[config.mk]
export PLATFORM = sky130hd
export DESIGN_NAME = viterbi_traceback_unit_flat
export DESIGN_NICKNAME = d
export VERILOG_FILES = /design/src/rtl/viterbi_traceback_unit_if.sv /design/src/rtl/viterbi_traceback_unit.sv /design/src/flat_wrapper.sv
export SDC_FILE = /design/constraint.sdc
export NUM_CORES = 1
export LEC_CHECK = 0
export BUFFER_PORTS_ARGS = -buffer_cell sky130_fd_sc_hd__buf_4
export CORE_MARGIN = 1
export CORE_UTILIZATION = 68
export CTS_BUF_LIST = sky130_fd_sc_hd__clkbuf_8 sky130_fd_sc_hd__clkbuf_16
export DETAILED_ROUTE_END_ITERATION = 8
export GPL_TIMING_DRIVEN = 1
export PLACE_DENSITY = 0.82
export SYNTH_ARGS = -nofsm -noshare
export SYNTH_HDL_FRONTEND = slang
export SYNTH_SLANG_ARGS = --single-unit
[constraint.sdc]
create_clock -name i_clk -period 3.7 [get_ports i_clk]
set_input_delay 0 -clock i_clk [delete_from_list [all_inputs] [get_ports i_clk]]
set_output_delay 0 -clock i_clk [all_outputs]
set_load 0.05 [all_outputs]
[src/rtl/viterbi_traceback_unit_if.sv]
// Handshake/bus bundle between the ACS stage, this traceback unit and the output block.
// Ports: i_valid/i_decision/i_last/i_best_state (ACS decisions in),
//        o_ready/o_valid/o_data/o_start/o_overflow (decoded bits out, status).
interface viterbi_traceback_unit_if #(
  parameter int K          = 3,
  parameter int STATE_W    = K - 1,
  parameter int NUM_STATES = 2 ** (K - 1)
);
  logic                  i_valid;
  logic [NUM_STATES-1:0] i_decision;
  logic                  i_last;
  logic [STATE_W-1:0]    i_best_state;
  logic                  o_ready;
  logic                  o_valid;
  logic                  o_data;
  logic                  o_start;
  logic                  o_overflow;

  // Producer of decisions / consumer of decoded bits.
  modport master (
    output i_valid, i_decision, i_last, i_best_state,
    input  o_ready, o_valid, o_data, o_start, o_overflow
  );

  // The traceback unit itself.
  modport slave (
    input  i_valid, i_decision, i_last, i_best_state,
    output o_ready, o_valid, o_data, o_start, o_overflow
  );
endinterface

[src/rtl/viterbi_traceback_unit.sv]
// Survivor memory + traceback: stores one decision vector per step, traces back at frame end,
// then replays decoded bits in time order. Latency: i_last accept -> first o_valid = len+1 cycles.
// Backpressure: o_ready only in COLLECT; output side never stalls. Optional: VITERBI_ZERO_TAIL_EN.
// Ports: i_clk, i_rst_n (sync, active-low) plus bus (slave modport of viterbi_traceback_unit_if).
// VITERBI_ZERO_TAIL_EN: trace from state 0 and drop the last K-1 traced bits of each frame.
module viterbi_traceback_unit #(
  parameter int K          = 3,
  parameter int NUM_STATES = 2 ** (K - 1),
  parameter int STATE_W    = K - 1,
  parameter int MAX_LEN    = 64,
  parameter int BYTE_W     = 8
) (
  input  logic                     i_clk,
  input  logic                     i_rst_n,
  viterbi_traceback_unit_if.slave  bus
);

  localparam int CNT_W = $clog2(MAX_LEN);
  localparam int LEN_W = CNT_W + 1;
  localparam int BC_W  = $clog2(BYTE_W);

  typedef enum logic [1:0] {
    ST_COLLECT = 2'd0,
    ST_TRACE   = 2'd1,
    ST_OUTPUT  = 2'd2
  } state_t;

  state_t                state_q, state_d;
  logic [CNT_W-1:0]      wr_cnt_q, wr_cnt_d;
  logic [LEN_W-1:0]      len_q, len_d;
  logic [CNT_W-1:0]      t_q, t_d;
  logic [STATE_W-1:0]    s_q, s_d;
  logic [LEN_W-1:0]      r_q, r_d;
  logic [BC_W-1:0]       byte_cnt_q, byte_cnt_d;
  logic                  start_q, start_d;
  logic                  overflow_q, overflow_d;
  logic [NUM_STATES-1:0] mem_q [MAX_LEN];
  logic [NUM_STATES-1:0] mem_d [MAX_LEN];
  logic [MAX_LEN-1:0]    bitbuf_q, bitbuf_d;

  logic                  ready;
  logic                  valid;
  logic                  data;
  logic [LEN_W-1:0]      out_len;
  logic [STATE_W-1:0]    start_state;
  logic                  last_out;

  // Number of bits replayed per frame and the state traceback starts from.
`ifdef VITERBI_ZERO_TAIL_EN
  assign out_len     = (len_q > LEN_W'(K - 1)) ? (len_q - LEN_W'(K - 1)) : '0;
  assign start_state = '0;
`else
  assign out_len     = len_q;
  assign start_state = bus.i_best_state;
`endif

  assign last_out = (r_q == (out_len - LEN_W'(1)));

  always_comb begin
    state_d    = state_q;
    wr_cnt_d   = wr_cnt_q;
    len_d      = len_q;
    t_d        = t_q;
    s_d        = s_q;
    r_d        = r_q;
    byte_cnt_d = byte_cnt_q;
    start_d    = 1'b0;
    overflow_d = overflow_q;
    mem_d      = mem_q;
    bitbuf_d   = bitbuf_q;
    ready      = 1'b0;
    valid      = 1'b0;
    data       = 1'b0;

    unique case (state_q)
      ST_COLLECT: begin
        ready = 1'b1;
        if (bus.i_valid) begin
          mem_d[wr_cnt_q] = bus.i_decision;
          // A full memory closes the frame as if i_last had arrived.
          if (bus.i_last || (wr_cnt_q == CNT_W'(MAX_LEN - 1))) begin
            len_d    = {1'b0, wr_cnt_q} + LEN_W'(1);
            t_d      = wr_cnt_q;
            s_d      = start_state;
            wr_cnt_d = '0;
            state_d  = ST_TRACE;
            if (!bus.i_last) begin
              overflow_d = 1'b1;
            end
          end else begin
            wr_cnt_d = wr_cnt_q + CNT_W'(1);
          end
        end
      end

      ST_TRACE: begin
        // The state MSB is the input bit that entered at step t; the stored
        // decision supplies the bit shifted out, giving the predecessor state.
        bitbuf_d[t_q] = s_q[STATE_W-1];
        s_d           = {s_q[STATE_W-2:0], mem_q[t_q][s_q]};
        t_d           = t_q - CNT_W'(1);
        r_d           = '0;
        byte_cnt_d    = '0;
        if (t_q == '0) begin
          state_d = (out_len == '0) ? ST_COLLECT : ST_OUTPUT;
        end
      end

      ST_OUTPUT: begin
        valid      = 1'b1;
        data       = bitbuf_q[r_q[CNT_W-1:0]];
        r_d        = r_q + LEN_W'(1);
        byte_cnt_d = byte_cnt_q + BC_W'(1);
        // Byte boundary and final-bit flush share one pulse.
        if ((byte_cnt_q == BC_W'(BYTE_W - 1)) || last_out) begin
          start_d = 1'b1;
        end
        if (last_out) begin
          state_d = ST_COLLECT;
        end
      end

      default: begin
        state_d = ST_COLLECT;
      end
    endcase
  end

  always_ff @(posedge i_clk) begin
    if (!i_rst_n) begin
      state_q    <= ST_COLLECT;
      wr_cnt_q   <= '0;
      len_q      <= '0;
      t_q        <= '0;
      s_q        <= '0;
      r_q        <= '0;
      byte_cnt_q <= '0;
      start_q    <= 1'b0;
      overflow_q <= 1'b0;
    end else begin
      state_q    <= state_d;
      wr_cnt_q   <= wr_cnt_d;
      len_q      <= len_d;
      t_q        <= t_d;
      s_q        <= s_d;
      r_q        <= r_d;
      byte_cnt_q <= byte_cnt_d;
      start_q    <= start_d;
      overflow_q <= overflow_d;
    end
  end

  // Survivor memory and bit buffer hold pure data; their contents are
  // always rewritten before being read, so they carry no reset.
  always_ff @(posedge i_clk) begin
    mem_q    <= mem_d;
    bitbuf_q <= bitbuf_d;
  end

  assign bus.o_ready    = ready;
  assign bus.o_valid    = valid;
  assign bus.o_data     = data;
  assign bus.o_start    = start_q;
  assign bus.o_overflow = overflow_q;

endmodule
[src/flat_wrapper.sv]
// flat-port wrapper written by rule: the top's interface ports become plain ports
module viterbi_traceback_unit_flat 
#(
  parameter int K          = 3,
  parameter int NUM_STATES = 2 ** (K - 1),
  parameter int STATE_W    = K - 1,
  parameter int MAX_LEN    = 64,
  parameter int BYTE_W     = 8
)
  (i_clk, i_rst_n, bus_i_valid, bus_i_decision, bus_i_last, bus_i_best_state, bus_o_ready, bus_o_valid, bus_o_data, bus_o_start, bus_o_overflow);
  viterbi_traceback_unit_if #(.K(K), .STATE_W(STATE_W), .NUM_STATES(NUM_STATES)) bus_i ();
  input  logic i_clk;
  input  logic i_rst_n;
  input wire logic [$bits(bus_i.i_valid)-1:0] bus_i_valid;
  input wire logic [$bits(bus_i.i_decision)-1:0] bus_i_decision;
  input wire logic [$bits(bus_i.i_last)-1:0] bus_i_last;
  input wire logic [$bits(bus_i.i_best_state)-1:0] bus_i_best_state;
  output wire logic [$bits(bus_i.o_ready)-1:0] bus_o_ready;
  output wire logic [$bits(bus_i.o_valid)-1:0] bus_o_valid;
  output wire logic [$bits(bus_i.o_data)-1:0] bus_o_data;
  output wire logic [$bits(bus_i.o_start)-1:0] bus_o_start;
  output wire logic [$bits(bus_i.o_overflow)-1:0] bus_o_overflow;
  assign bus_i.i_valid = bus_i_valid;
  assign bus_i.i_decision = bus_i_decision;
  assign bus_i.i_last = bus_i_last;
  assign bus_i.i_best_state = bus_i_best_state;
  assign bus_o_ready = bus_i.o_ready;
  assign bus_o_valid = bus_i.o_valid;
  assign bus_o_data = bus_i.o_data;
  assign bus_o_start = bus_i.o_start;
  assign bus_o_overflow = bus_i.o_overflow;
  viterbi_traceback_unit #(.K(K), .NUM_STATES(NUM_STATES), .STATE_W(STATE_W), .MAX_LEN(MAX_LEN), .BYTE_W(BYTE_W)) u_core (.i_clk(i_clk), .i_rst_n(i_rst_n), .bus(bus_i));
endmodule
==> reports/metrics.cfg <==
[synth]
synth_flop_cell = edfxtp_1
avgSynthCellArea_sq_um = 15.6
seq_area_frac_synth_pct = 68.5
syn_inst = 966
ys_async_sr_fraction_pct = 0
yosysWarnings = 0
synth_seq_cells = 355
synth_fp_nets = 986
netlist_area_sq_mm = 0.0150
synthDistinctLibCells = 62
synth_edf_count = 320

[cts]
cts_hold_buf = 6
cts_resized = 0
clock_sinks = 355
clock_latency_ns = 0.53
htree_levels = 2
clkTransAtPathRegs_ns = 0.06
postCtsSetupBuffers = 0
clockBufferDepth = 3
cts_buffers = 36
cts_root_buf = clkbuf_16
cts_tree = yes

[detailed_routing]
drc = 0
drt-initial-drc-count = 861
via_count = 8643
routedWlPerCell_um = 25.2
routed_wl_mm = 32.6
via_per_inst = 6.68
drt.antenna.violating_nets = 0
drtPass1Iterations = 5

[placed_design]
gp_congestion = 0.888
dp_hpwl_mm = 20.0
portBuffers = 14

[floorplanning]
die_area_sq_mm = 0.0227
ios = 15
die_x_um = 151
core_area_sq_mm = 0.0218
initial_core_util_pct = 69.2
std_cell_rows = 54
die_y_um = 151

[power_and_ir_drop]
peakVddDrop_mv = 0.411
p_leak_nw = 5.26
p_int_mw = 6.89
p_per_area_mw_per_mm2 = 562
power.switching_mw = 2.40
finalPower_mw = 9.29
clkPwrFrac_pct = 37.0
swShare_pct = 25.8
p_seq_share_pct = 49.4
comb_power_share_pct = 13.6

[sta]
setup_viol_count_final = 0
setup_tns_ns = 0
grt_setup_unrepaired = no
period_minus_slack_ns = 3.21
worst_slew_pin_slew_ns = 0.904
fmax_mhz = 312
period_share_pct = 86.8
max_slew_margin_pct = 39.6
fin_worst_skew_ns = 0.0173
hold_viol = 0
drv_slew = 0

[critical_path]
worstPathCellList = buf_4 > mux4_2 > mux4_2 > mux2i_1 > nand2_1 > o211a_1 > buf_4
max_stage_delay_ns = 0.86
critPathKind = flip-flop to primary output
cpMaxStageDelayCell = dfxtp_1
r2r_setup_slack_ns = 0.79
crit_path_max_fanout = 13
arrival_ns = 3.21
cp-start-kind = flip-flop
required_ns = 3.70
critical_path.endpoint_type = primary output

[global_route]
antenna_found_initial = 0
grt_pass1_wl_mm = 49.6
grt_max_degree = 68
grt_pass1_vias = 8502
gr-usage-all-layers_pct = 30.2
overflow = 0

[finish]
fin_util_pct = 76.0
layout-drive-gt1-share_pct = 15.6
antenna_cells = 0
nNetsFinal = 1007
syn_to_final_growth_pct = 9.82

[hold_path]
hold_path.class = input pin to flip-flop

[status]
status = completed

[flow_run]
maxCapViolCount = 0

-- synth_stat cells, types with 8 or more instances --
master,instances,area (sq um)
o22ai_1,18,113
a21oi_1,24,120
mux2i_1,39,390
o21ai_0,12,60.1
ha_1,10,125
dfxtp_1,35,701
nand2_1,50,188
xor2_1,8,70.1
mux4_1,8,210
xnor2_1,8,70.1
nor2b_1,13,81.3
inv_1,14,52.6
clkbuf_1,31,116
nor2_1,166,623
buf_2,12,60.1
a21boi_0,8,60.1
and2_1,9,56.3
mux4_2,67,1510
nand3_1,20,100
edfxtp_1,320,9610
-- flip-flops by register name (all words and copies together), names as in the netlist --
name	count
u_core.bitbuf_q	64
u_core.bus.o_overflow	1
u_core.bus.o_start	1
u_core.byte_cnt_q	3
u_core.len_q	7
u_core.mem_q	256
u_core.r_q	7
u_core.s_q	2
u_core.state_q	2
u_core.t_q	6
u_core.wr_cnt_q	6
-- cell usage in the layout (no fill, tap or decap), types with 3 or more instances in the layout --
cell / Yosys / routed
a21boi_0: 8 / 8
a21oi_1: 24 / 24
and2_1: 9 / 9
and3_1: 5 / 5
buf_4: 2 / 33
clkbuf_16: 0 / 36
clkinv_1: 2 / 16
clkinvlp_4: 0 / 4
dfxtp_1: 35 / 33
dlygate4sd3_1: 0 / 6
edfxtp_1: 320 / 320
ha_1: 10 / 10
inv_1: 14 / 17
mux2i_1: 39 / 39
mux4_1: 8 / 8
mux4_2: 67 / 67
nand2_1: 50 / 50
nand2b_1: 5 / 5
nand3_1: 20 / 20
nand3b_1: 7 / 7
nand4_1: 4 / 4
nor2_1: 166 / 166
nor2b_1: 13 / 13
nor3_1: 7 / 7
o211a_1: 5 / 5
o21ai_0: 12 / 12
o22ai_1: 18 / 18
or2_2: 3 / 3
or3_1: 7 / 7
xnor2_1: 8 / 8
xor2_1: 8 / 8
-- power groups by stage --
stage / Clock (mW) / Sequential (mW) / Combinational (mW)
after floorplan: 0 / 4.58 / 0.979
after global placement: 0 / 4.67 / 1.21
after detailed placement: 0 / 4.67 / 1.24
after CTS: 3.47 / 4.59 / 1.26
after global routing: 3.60 / 4.60 / 1.36
final: 3.44 / 4.59 / 1.26
-- layer usage --
| metal | global-route usage [%] | wire length (um) | part of all wire [%] | vias up |
|---|---|---|---|---|
| met3 | 5.30 | 2660 | 8.2 | 93 |
| met5 | 0 | 0 | 0 | - |
| li1 | - | - | - | 3752 |
| met2 | 48.7 | 16000 | 49 | 494 |
| met1 | 40.8 | 12600 | 39 | 4304 |
| met4 | 13.0 | 1320 | 4.1 | 0 |
-- logic make-up (layout without fill, tap and decap cells) --
| family | count (synthesis) | count (layout) | share of synthesized area [%] |
|---|---|---|---|
| compound gates | 91 | 91 | 4.04 |
| xor+xnor | 16 | 16 | 0.931 |
| fa+ha+maj | 10 | 10 | 0.831 |
| buf+inv | 72 | 120 | 2.42 |
| flops | 355 | 355 | 68.5 |
| mux | 115 | 115 | 14.1 |
| simple gates | 307 | 307 | 9.17 |
-- worst paths after layout --
kind,start,end,cells after the start
setup / recovery,u_core.r_q[0],bus_o_data,7
hold / removal,bus_i_decision[1],u_core.mem_q[69],1
setup reg to reg,u_core.t_q[0],u_core.s_q[0],7
hold reg to reg,u_core.byte_cnt_q[1],u_core.byte_cnt_q[1],2
-- metrics by stage --
step / area, sq um / setup slack, ns / hold slack [ns] / std cells
floorplan: 15000 / 1.35 / 0.0989 / 966
CTS: 16500 / 0.419 / 0.0174 / 1294
detailed placement: 15300 / 0.826 / 0.364 / 1223
global placement: 15300 / 0.871 / 0.368 / 1223
global route: 16500 / 0.305 / 0.0523 / 1294
finish: 16500 / 0.490 / 0.0192 / 1294
-- final cells by class --
cell class	count	area (sq um)
Clock inverter	29	218
Inverter	16	60.1
Sequential cell	355	10300
Timing Repair Buffer	39	308
Tap cell	280	350
Multi-Input combinational cell	539	4370
Fill cell	1222	5230
Clock buffer	36	901
-- worst max-delay path, delay by kind of cell (launching register included) --
family                 cells  cell delay, ns
flip-flops                 1            0.86
multiplexers               3            1.14
buffers and inverters      2            0.49
AO/OA/AOI/OAI              1            0.13
AND/OR/NAND/NOR            1            0.07
(Power assumes the default switching activity.)
